==> config.mk <==
export PLATFORM = sky130hd
export DESIGN_NAME = aes_dec_key_sched
export DESIGN_NICKNAME = d
export VERILOG_FILES = /design/src/rtl/sbox.sv /design/src/rtl/aes_dec_key_sched.sv
export SDC_FILE = /design/constraint.sdc
export NUM_CORES = 2
export LEC_CHECK = 0
export CELL_PAD_IN_SITES_DETAIL_PLACEMENT = 1
export CELL_PAD_IN_SITES_GLOBAL_PLACEMENT = 1
export CORE_MARGIN = 2
export CORE_UTILIZATION = 41
export CTS_CLUSTER_DIAMETER = 60
export DETAILED_ROUTE_END_ITERATION = 12
export PLACE_DENSITY_LB_ADDON = 0.1
export SLEW_MARGIN = 5
export SYNTH_ARGS = -nofsm -noshare
export SYNTH_HDL_FRONTEND = slang
export SYNTH_SLANG_ARGS = --single-unit
export TNS_END_PERCENT = 30
==> constraint.sdc <==
create_clock -name clk -period 44.6 [get_ports clk]
set_clock_uncertainty 0.1 [all_clocks]
set_input_delay 8.92 -clock clk [delete_from_list [all_inputs] [get_ports clk]]
set_output_delay 8.92 -clock clk [all_outputs]
set_load 0.02 [all_outputs]
==> src/rtl/sbox.sv <==
// AES byte substitution shared by the key and cipher datapaths.
// s=0 selects the forward S-box, s=1 the inverse; both are built from GF(2^8) inversion.
module sbox (
   input  logic       s,
   input  logic [7:0] a,
   output logic [7:0] d
);

   function automatic logic [7:0] xt(input logic [7:0] x);
      return {x[6:0], 1'b0} ^ (x[7] ? 8'h1b : 8'h00);
   endfunction

   function automatic logic [7:0] gmul(input logic [7:0] x, input logic [7:0] y);
      logic [7:0] p;
      logic [7:0] m;
      p = '0;
      m = x;
      for (int i = 0; i < 8; i++) begin
         if (y[i]) p = p ^ m;
         m = xt(m);
      end
      return p;
   endfunction

   // x^254 is the multiplicative inverse, and maps 0 to 0 as AES requires
   function automatic logic [7:0] ginv(input logic [7:0] x);
      logic [7:0] sq;
      logic [7:0] acc;
      sq  = x;
      acc = 8'h01;
      for (int i = 1; i < 8; i++) begin
         sq  = gmul(sq, sq);
         acc = gmul(acc, sq);
      end
      return acc;
   endfunction

   function automatic logic [7:0] rl(input logic [7:0] x, input int unsigned n);
      return (x << n) | (x >> (8 - n));
   endfunction

   logic [7:0] w_inv;

   always_comb begin
      w_inv = '0;
      d     = '0;
      if (s) begin
         d = ginv(rl(a, 1) ^ rl(a, 3) ^ rl(a, 6) ^ 8'h05);
      end else begin
         w_inv = ginv(a);
         d     = w_inv ^ rl(w_inv, 1) ^ rl(w_inv, 2) ^ rl(w_inv, 3) ^ rl(w_inv, 4) ^ 8'h63;
      end
   end

endmodule

==> src/rtl/aes_dec_key_sched.sv <==
// AES-128 decryption key scheduler: expands forward to round 10, then streams
// round keys 10..0 by inverting the expansion recurrence one step per accept.
module aes_dec_key_sched (
   input  logic         clk,
   input  logic         rst,
   input  logic         kld,
   input  logic [127:0] key,
   output logic         busy,
   output logic         rk_valid,
   input  logic         rk_ready,
   output logic [127:0] rk_out,
   output logic [3:0]   rk_idx
);

   typedef enum logic [1:0] {StIdle, StExpand, StStream} state_t;

   state_t       r_state, w_state_nxt;
   logic [127:0] r_k, w_k_nxt;
   logic [3:0]   r_r, w_r_nxt;

   logic [31:0]  w_w0, w_w1, w_w2, w_w3, w_b3;
   logic [31:0]  w_sub_in, w_rot, w_sub, w_t;
   logic [31:0]  w_f0, w_f1, w_f2, w_f3;
   logic [7:0]   w_rcon;
   logic [127:0] w_fwd, w_bwd;

   assign {w_w0, w_w1, w_w2, w_w3} = r_k;
   assign w_b3 = w_w3 ^ w_w2;

   // One S-box bank serves both directions; the backward step needs the recovered w3
   assign w_sub_in = (r_state == StStream) ? w_b3 : w_w3;
   assign w_rot    = {w_sub_in[23:0], w_sub_in[31:24]};

   for (genvar g = 0; g < 4; g++) begin : g_sbox
      sbox u_sbox (
         .s (1'b0),
         .a (w_rot[8*g +: 8]),
         .d (w_sub[8*g +: 8])
      );
   end

   always_comb begin
      w_rcon = 8'h00;
      case (r_r)
         4'd1:    w_rcon = 8'h01;
         4'd2:    w_rcon = 8'h02;
         4'd3:    w_rcon = 8'h04;
         4'd4:    w_rcon = 8'h08;
         4'd5:    w_rcon = 8'h10;
         4'd6:    w_rcon = 8'h20;
         4'd7:    w_rcon = 8'h40;
         4'd8:    w_rcon = 8'h80;
         4'd9:    w_rcon = 8'h1b;
         4'd10:   w_rcon = 8'h36;
         default: w_rcon = 8'h00;
      endcase
   end

   assign w_t   = w_sub ^ {w_rcon, 24'h000000};
   assign w_f0  = w_w0 ^ w_t;
   assign w_f1  = w_w1 ^ w_f0;
   assign w_f2  = w_w2 ^ w_f1;
   assign w_f3  = w_w3 ^ w_f2;
   assign w_fwd = {w_f0, w_f1, w_f2, w_f3};
   assign w_bwd = {w_w0 ^ w_t, w_w1 ^ w_w0, w_w2 ^ w_w1, w_b3};

   always_comb begin
      w_state_nxt = r_state;
      w_k_nxt     = r_k;
      w_r_nxt     = r_r;
      // A load restarts from any state and swallows a coincident accept
      if (kld) begin
         w_state_nxt = StExpand;
         w_k_nxt     = key;
         w_r_nxt     = 4'd1;
      end else begin
         case (r_state)
            StExpand: begin
               w_k_nxt = w_fwd;
               if (r_r == 4'd10) w_state_nxt = StStream;
               else              w_r_nxt     = r_r + 4'd1;
            end
            StStream: begin
               if (rk_ready) begin
                  if (r_r == 4'd0) begin
                     w_state_nxt = StIdle;
                  end else begin
                     w_k_nxt = w_bwd;
                     w_r_nxt = r_r - 4'd1;
                  end
               end
            end
            default: ;
         endcase
      end
   end

   always_ff @(posedge clk or negedge rst) begin
      if (!rst) begin
         r_state <= StIdle;
         r_k     <= '0;
         r_r     <= '0;
      end else begin
         r_state <= w_state_nxt;
         r_k     <= w_k_nxt;
         r_r     <= w_r_nxt;
      end
   end

   assign busy     = (r_state != StIdle);
   assign rk_valid = (r_state == StStream);
   assign rk_out   = r_k;
   assign rk_idx   = r_r;

endmodule

* Word-level counts from Yosys, hierarchy flattened
Memory sizes are Yosys's and may differ from the RTL's. Index checks and enable logic that the tools add are counted.
Word-level totals: input bits 132, output and inout port bits 134, word-level logic and storage cells 1647, ROM bits 128, memories kept 1, flip-flop bits (word level) 134
Memory list:
- (no name shown) | depth 16, width 8, rd ports 1, clocked after Yosys merged registers in 0, wr ports 0, line aes_dec_key_sched.sv:44 | case (r_r)
Cells by class: reductions and logical operators 6, bitwise logic cells 800, $add $sub $neg 2, multiplexer cells 827, equality and inequality tests 8
Operators by type and width (number):
- $xor A8 B8 Y8 | 744
- $mux W8 | 420
- $mux W5 | 368
- $mux W128 | 3
- $pmux W128 S2 | 1
- $xor A32 B32 Y32 | 8
- $mux W32 | 1
- $mux W4 | 8
- $or A8 B1 Y8 | 4
- $or A8 B2 Y8 | 4
- $or A8 B3 Y8 | 4
- $or A8 B4 Y8 | 4
- $mux W7 | 4
- $not A1 Y1 const A | 28
- $mux W6 | 4
- $mux W2 | 8
- $not A4 Y4 | 4
- $mux W3 | 4
- $ne A3 B3 Y1 const B | 3
- $pmux W4 S2 | 1
- $reduce_and A4 Y1 | 2
- $ne A3 B2 Y1 const B | 2
- $add A4 B1 Y4 const B | 1
- $eq A4 B4 Y1 const B | 1
- 9 further kinds | 12

* Logic depth before layout (Yosys ltp)
word-level depth 142, gate-level depth with buffers 76, gate-level depth less buffers 61

* Modules after synthesis
Synthesis repeated with hierarchy kept, for this count alone.
Unflattened totals: cells, all modules 16889, area, all modules 130505.2 sq um
Modules (own cells, without submodules):
- sbox | times used 4, cells an instance 3954, area an instance 30140.2 sq um, sequential area each 0.0 sq um
- aes_dec_key_sched | times used 1, cells an instance 1073, area an instance 9944.5 sq um, sequential area each 3353.2 sq um

* Worst setup path after synthesis
OpenSTA, ideal clock, no wires.
kind register to register, start point register r_k[55] (netlist: rk_out[55]), end point register r_k[29] (netlist: rk_out[29]), path slack 28.089 ns, buffers on the path 14, library setup time 0.125 ns, stages on the path, launching flop included 72, required time 44.375 ns, period minus slack after synthesis 16.511 ns, data arrival time 16.286 ns, cells stage by stage dfrtp_1 -> buf_2 -> nand3b_4 -> xor2_2 -> inv_1 -> buf_2 -> ha_1 -> xnor2_1 -> xnor2_1 -> xnor2_1 -> o221a_2 -> nor3_1 -> nand2b_1 -> inv_2 -> clkbuf_1 -> buf_2 -> ha_1 -> buf_1 -> (+36 left out) -> a32oi_1 -> o21a_1 -> buf_2 -> nor3_1 -> xnor2_2 -> xnor3_1 -> nand2b_1 -> o22ai_1 -> a222oi_1 -> o221ai_1 -> xnor2_1 -> xnor3_2 -> xnor3_1 -> xnor3_1 -> or3_1 -> a21oi_1 -> xor2_1 -> mux2_2
On the way: word-level cells in the longest chain between the ends 139, elaborated cells between the ends (all ways) 399, those cells by class mux (202); bitwise (197)
Ends and longest elaborated chain:
- from (decl) | line aes_dec_key_sched.sv:18 | logic [127:0] r_k, w_k_nxt;
- from (signal assigned) | line aes_dec_key_sched.sv:105 | r_k <= w_k_nxt;
- $xor A32 B32 Y32 (*) | line aes_dec_key_sched.sv:28 | assign w_b3 = w_w3 ^ w_w2;
- $mux W32 (*) | line aes_dec_key_sched.sv:31 | assign w_sub_in = (r_state == StStream) ? w_b3 : w_w3;
- $mux W5 or $mux W8 (tied branches) | line sbox.sv:10, sbox.sv:19
- $xor A8 B8 Y8 (on tied branches) | line sbox.sv:10, sbox.sv:19
- $xor A8 B8 Y8 or $mux W8 (tied branches) | line sbox.sv:19 | if (y[i]) p = p ^ m;
- $mux W8 or $xor A8 B8 Y8 (tied branches) | line sbox.sv:19
- $xor A8 B8 Y8 or $mux W8 (tied branches) | line sbox.sv:19
- $mux W8 or $xor A8 B8 Y8 (tied branches) | line sbox.sv:19
- (+123 left out)
- $not A4 Y4 (no line) (*)
- $xor A32 B32 Y32 (*) | line aes_dec_key_sched.sv:59 | assign w_t = w_sub ^ {w_rcon, 24'h000000};
- $xor A32 B32 Y32 (*) | line aes_dec_key_sched.sv:60 | assign w_f0 = w_w0 ^ w_t;
- $xor A32 B32 Y32 (*) | line aes_dec_key_sched.sv:61 | assign w_f1 = w_w1 ^ w_f0;
- $xor A32 B32 Y32 (*) | line aes_dec_key_sched.sv:62 | assign w_f2 = w_w2 ^ w_f1;
- $xor A32 B32 Y32 (*) | line aes_dec_key_sched.sv:63 | assign w_f3 = w_w3 ^ w_f2;
- $pmux W128 S2 (*) | line aes_dec_key_sched.sv:77 | case (r_state)
- $mux W128 (*) | line aes_dec_key_sched.sv:72 | if (kld) begin
Every way passes the cells marked *; elsewhere a longest branch is shown, timed or not. A chain may end at the register's enable or synchronous reset.

* Worst setup path after layout
start point register r_state[0], end point register r_k[30] (netlist: rk_out[30])
On the way: word-level cells in the longest chain between the ends 139, elaborated cells between the ends (all ways) 408, those cells by class eq/ne (4); mux (206); bitwise (196); reduce/logical (2)
Ends and longest elaborated chain:
- from (decl) | line aes_dec_key_sched.sv:17 | state_t r_state, w_state_nxt;
- from (signal assigned) | line aes_dec_key_sched.sv:100 | r_state <= StIdle;
- from (signal assigned) | line aes_dec_key_sched.sv:104 | r_state <= w_state_nxt;
- $eq A2 B2 Y1 | line aes_dec_key_sched.sv:31, aes_dec_key_sched.sv:77
- $mux W32 | line aes_dec_key_sched.sv:31
- $mux W5 | line sbox.sv:10 | return {x[6:0], 1'b0} ^ (x[7] ? 8'h1b : 8'h00);
- $xor A8 B8 Y8 | line sbox.sv:10
- $xor A8 B8 Y8 | line sbox.sv:19
- $mux W8 | line sbox.sv:19
- $xor A8 B8 Y8 | line sbox.sv:19
- $mux W8 | line sbox.sv:19
- (+123 left out)
- $not A4 Y4 (no line)
- $xor A32 B32 Y32 | line aes_dec_key_sched.sv:59
- $xor A32 B32 Y32 | line aes_dec_key_sched.sv:60
- $xor A32 B32 Y32 | line aes_dec_key_sched.sv:61
- $xor A32 B32 Y32 | line aes_dec_key_sched.sv:62
- $xor A32 B32 Y32 | line aes_dec_key_sched.sv:63
- $pmux W128 S2 | line aes_dec_key_sched.sv:77
- $mux W128 | line aes_dec_key_sched.sv:72
Parallel ways exist; a longest one is shown, timed or not.

==> metrics.yaml <==
synth_area_um2: 68400
relSlewSlack_pct: 6.07
syn_avg_cell_area_um2: 7.75
min-delay-start: "rk_out[124]"
grt_max_degree: 117
finalCriticalPeriod_ns: 21.47
cp_slowest_stage_delay_ns: 0.88
rows: 149
cpLargestDelayFamily: "XOR/XNOR gates"
critPathArrivalTime_ns: 21.72
clk_pin_slew_ns: 0.07
initial_utilization_pct: 41.3
drtPass1Iterations: 7
synth-async-reset-ratio_pct: 100
coreArea_um2: 165000
route.vias.total: 64000
cts_resized: 0
vias_per_cell: 5.83
fin_util_pct: 44.7
critPathBufInv: 4
cts_buffers: 17
holdPathEnd: "rk_out[124]"
cp-end-kind: "flop"
fin_nets: 8923
root_buffer: "clkbuf_16"
clk_latency_ns: 0.51
ant_nets: 0
dp_hpwl_um: 192000
grt_usage_pct: 28.9
reg2reg_from: "r_state[0]"
antenna_found_initial: 7
cts.path.max_buffers: 2
cp_max_fo: 38
chipHeight_um: 412
startpoint_type: "flop"
cap_violations: 0
synth_edf_count: 0
ff2ff_path_depth: 60
ys_seq_elements: 134
synth_fp_nets: 8974
die_width_um: 412
syn_inst: 8818
htree_num_levels: 4
wl_um: 253000
ctsHoldBuffers: 0
crit_top_cell: "xnor2_1"
fmax_mhz: 46.6
critPathLaunch: "r_state[0]"
die_area_um2: 170000
cts_tree: "yes"
cts.sinks: 134
min_period_over_period_pct: 48.1
drive_gt1_share_pct: 9.97
drt_iter0_drc: 4114
cpMaxStageDelayCell: "xnor3_1"
place.gp.congestion: 0.901
reg2reg_slack_ns: 23.13
tightest_slew_ns: 1.40
grt_pass1_wl_um: 394000
grt_pass1_vias: 64800
area_growth_pct: 8.05
hold_path_depth: 2
r2r_end: "rk_out[30]"
io_pins: 266
outcome: "finished clean"
drc: 0
setup_viol: 0
cp.required_ns: 44.85
drv_slew: 0
wl_per_cell_um: 23.0
synth-seq-area-share_pct: 4.90
post-cts-setup-buffers: 0
rsz0062_at_grt: "no"
ys_dominant_reg_cell: "dfrtp_1"
synth_cell_types: 135
overflow: 0
port_buffers: 265
worstSetupPathType: "reg2reg"
hold_viol_final: 0
antenna_cells: 0
yosysWarnings: 0
num-fill-cells: 20100
tns_ns: 0
hp-class: "reg2reg"
-- area by class of cell --
cell class	count	area (µm²)	area share, %
multi-input combinational	7955	62000	83.9
inverter	112	425	0.576
tap	2189	2740	3.71
clock inverter	15	184	0.249
clock buffer	17	425	0.576
timing repair buffer	547	4770	6.46
sequential	134	3360	4.54
-- worst max path at each step --
| stage | to | slack, ns | depth (start not counted) |
|---|---|---|---|
| after global routing | rk_out[30] | 21.86 | 62 |
| after CTS | rk_out[30] | 23.25 | 60 |
| final | rk_out[30] | 23.13 | 60 |
| after floorplan | rk_out[29] | 28.09 | 71 |
| after global placement | rk_out[30] | 23.81 | 60 |
| after detailed placement | rk_out[30] | 23.34 | 60 |
-- synthesized netlist by cell type (16+ instances only) --
| library cell | number | area, µm² |
|---|---|---|
| mux2i_1 | 210 | 2100 |
| and3_1 | 37 | 231 |
| and2_1 | 61 | 382 |
| o21ai_1 | 93 | 465 |
| a211oi_1 | 63 | 473 |
| inv_1 | 86 | 323 |
| xnor2_1 | 1682 | 14700 |
| nor2_1 | 1279 | 4800 |
| clkbuf_1 | 366 | 1370 |
| nand4_1 | 16 | 100 |
| xnor3_2 | 39 | 927 |
| nand3_1 | 152 | 761 |
| nor3_1 | 209 | 1050 |
| a221oi_1 | 31 | 272 |
| dfrtp_1 | 134 | 3350 |
| xnor2_4 | 36 | 991 |
| xnor3_1 | 342 | 7700 |
| a31oi_1 | 81 | 507 |
| o22ai_1 | 118 | 738 |
| buf_6 | 35 | 394 |
| nor2b_1 | 62 | 388 |
| o21a_1 | 32 | 240 |
| xor3_1 | 32 | 761 |
| xor2_2 | 54 | 878 |
| a32oi_1 | 26 | 228 |
| buf_2 | 116 | 581 |
| buf_4 | 50 | 375 |
| nand3b_1 | 39 | 293 |
| o31ai_1 | 26 | 195 |
| o21ai_0 | 391 | 1960 |
| mux2_2 | 110 | 1240 |
| a22oi_1 | 48 | 360 |
| a21oi_1 | 506 | 2530 |
| nand2b_1 | 62 | 388 |
| o211ai_1 | 83 | 623 |
| nand2_1 | 796 | 2990 |
| or2_2 | 16 | 100 |
| or3_1 | 59 | 369 |
| ha_1 | 24 | 300 |
| o32ai_1 | 17 | 149 |
| xnor2_2 | 113 | 1840 |
| buf_1 | 39 | 146 |
| xor2_1 | 561 | 4910 |
| o221ai_1 | 20 | 175 |
| a21o_1 | 23 | 173 |
-- kinds of logic after synthesis --
kind of cell             synth area share [%]
multiplexers                             5.15
AND/OR/NAND/NOR                          18.9
buffers and inverters                    5.02
adder cells (fa/ha/maj)                 0.483
AO/OA/AOI/OAI                            16.8
XOR/XNOR                                 48.7
flip-flops                               4.90
-- placed cells by master, fill, tap and decap left out, types with 32 or more instances in the layout --
cell	n
o211ai_1	83
xnor2_4	38
nor2_1	1279
xnor3_2	40
a21oi_1	506
xnor2_2	149
mux2_2	110
or3_1	59
xnor3_1	341
a211oi_1	63
and2_1	61
o22ai_1	118
a22oi_1	48
mux2i_1	210
xor3_1	32
clkdlybuf4s50_1	263
xnor2_1	1644
nand3b_1	39
o21ai_0	391
dfrtp_1	132
inv_1	86
nand2b_1	62
xor2_2	62
nor3_1	209
o21a_1	32
and3_1	37
buf_4	282
nand3_1	152
xor2_1	553
nand2_1	796
a31oi_1	80
nor2b_1	62
o21ai_1	93
-- per-layer routing --
| metal | share of wire [%] | global-route usage, % | vias to the layer above |
|---|---|---|---|
| li1 | - | - | 30100 |
| met1 | 47 | 41.4 | 32200 |
| met2 | 46 | 47.5 | 1477 |
| met3 | 5.0 | 2.90 | 201 |
| met4 | 1.6 | 4.90 | 10 |
| met5 | 0.028 | 0 | - |
-- flip-flops by register name (all words and copies together), names as in the netlist --
register  flops
r_state       2
rk_idx        4
rk_out      128
-- per-stage QoR --
step	instance area, µm²	worst slack, ns	hold WS, ns	instances
after floorplan	68400	28.09	0.582	8818
after global placement	73300	23.81	0.555	10900
after detailed placement	73300	23.34	0.578	10900
after CTS	73900	23.25	0.596	11000
after global routing	73900	21.86	0.637	11000
final	73900	23.13	0.593	11000
-- tightest hold or removal path: stages (launching register included) --
cell     delay [ns]
dfrtp_1        0.42
mux2i_1        0.10
o21ai_0        0.14
Power is left out: the tool's default activity adds up to more than one toggle a clock period on the data nets, which glitch-free logic cannot reach.
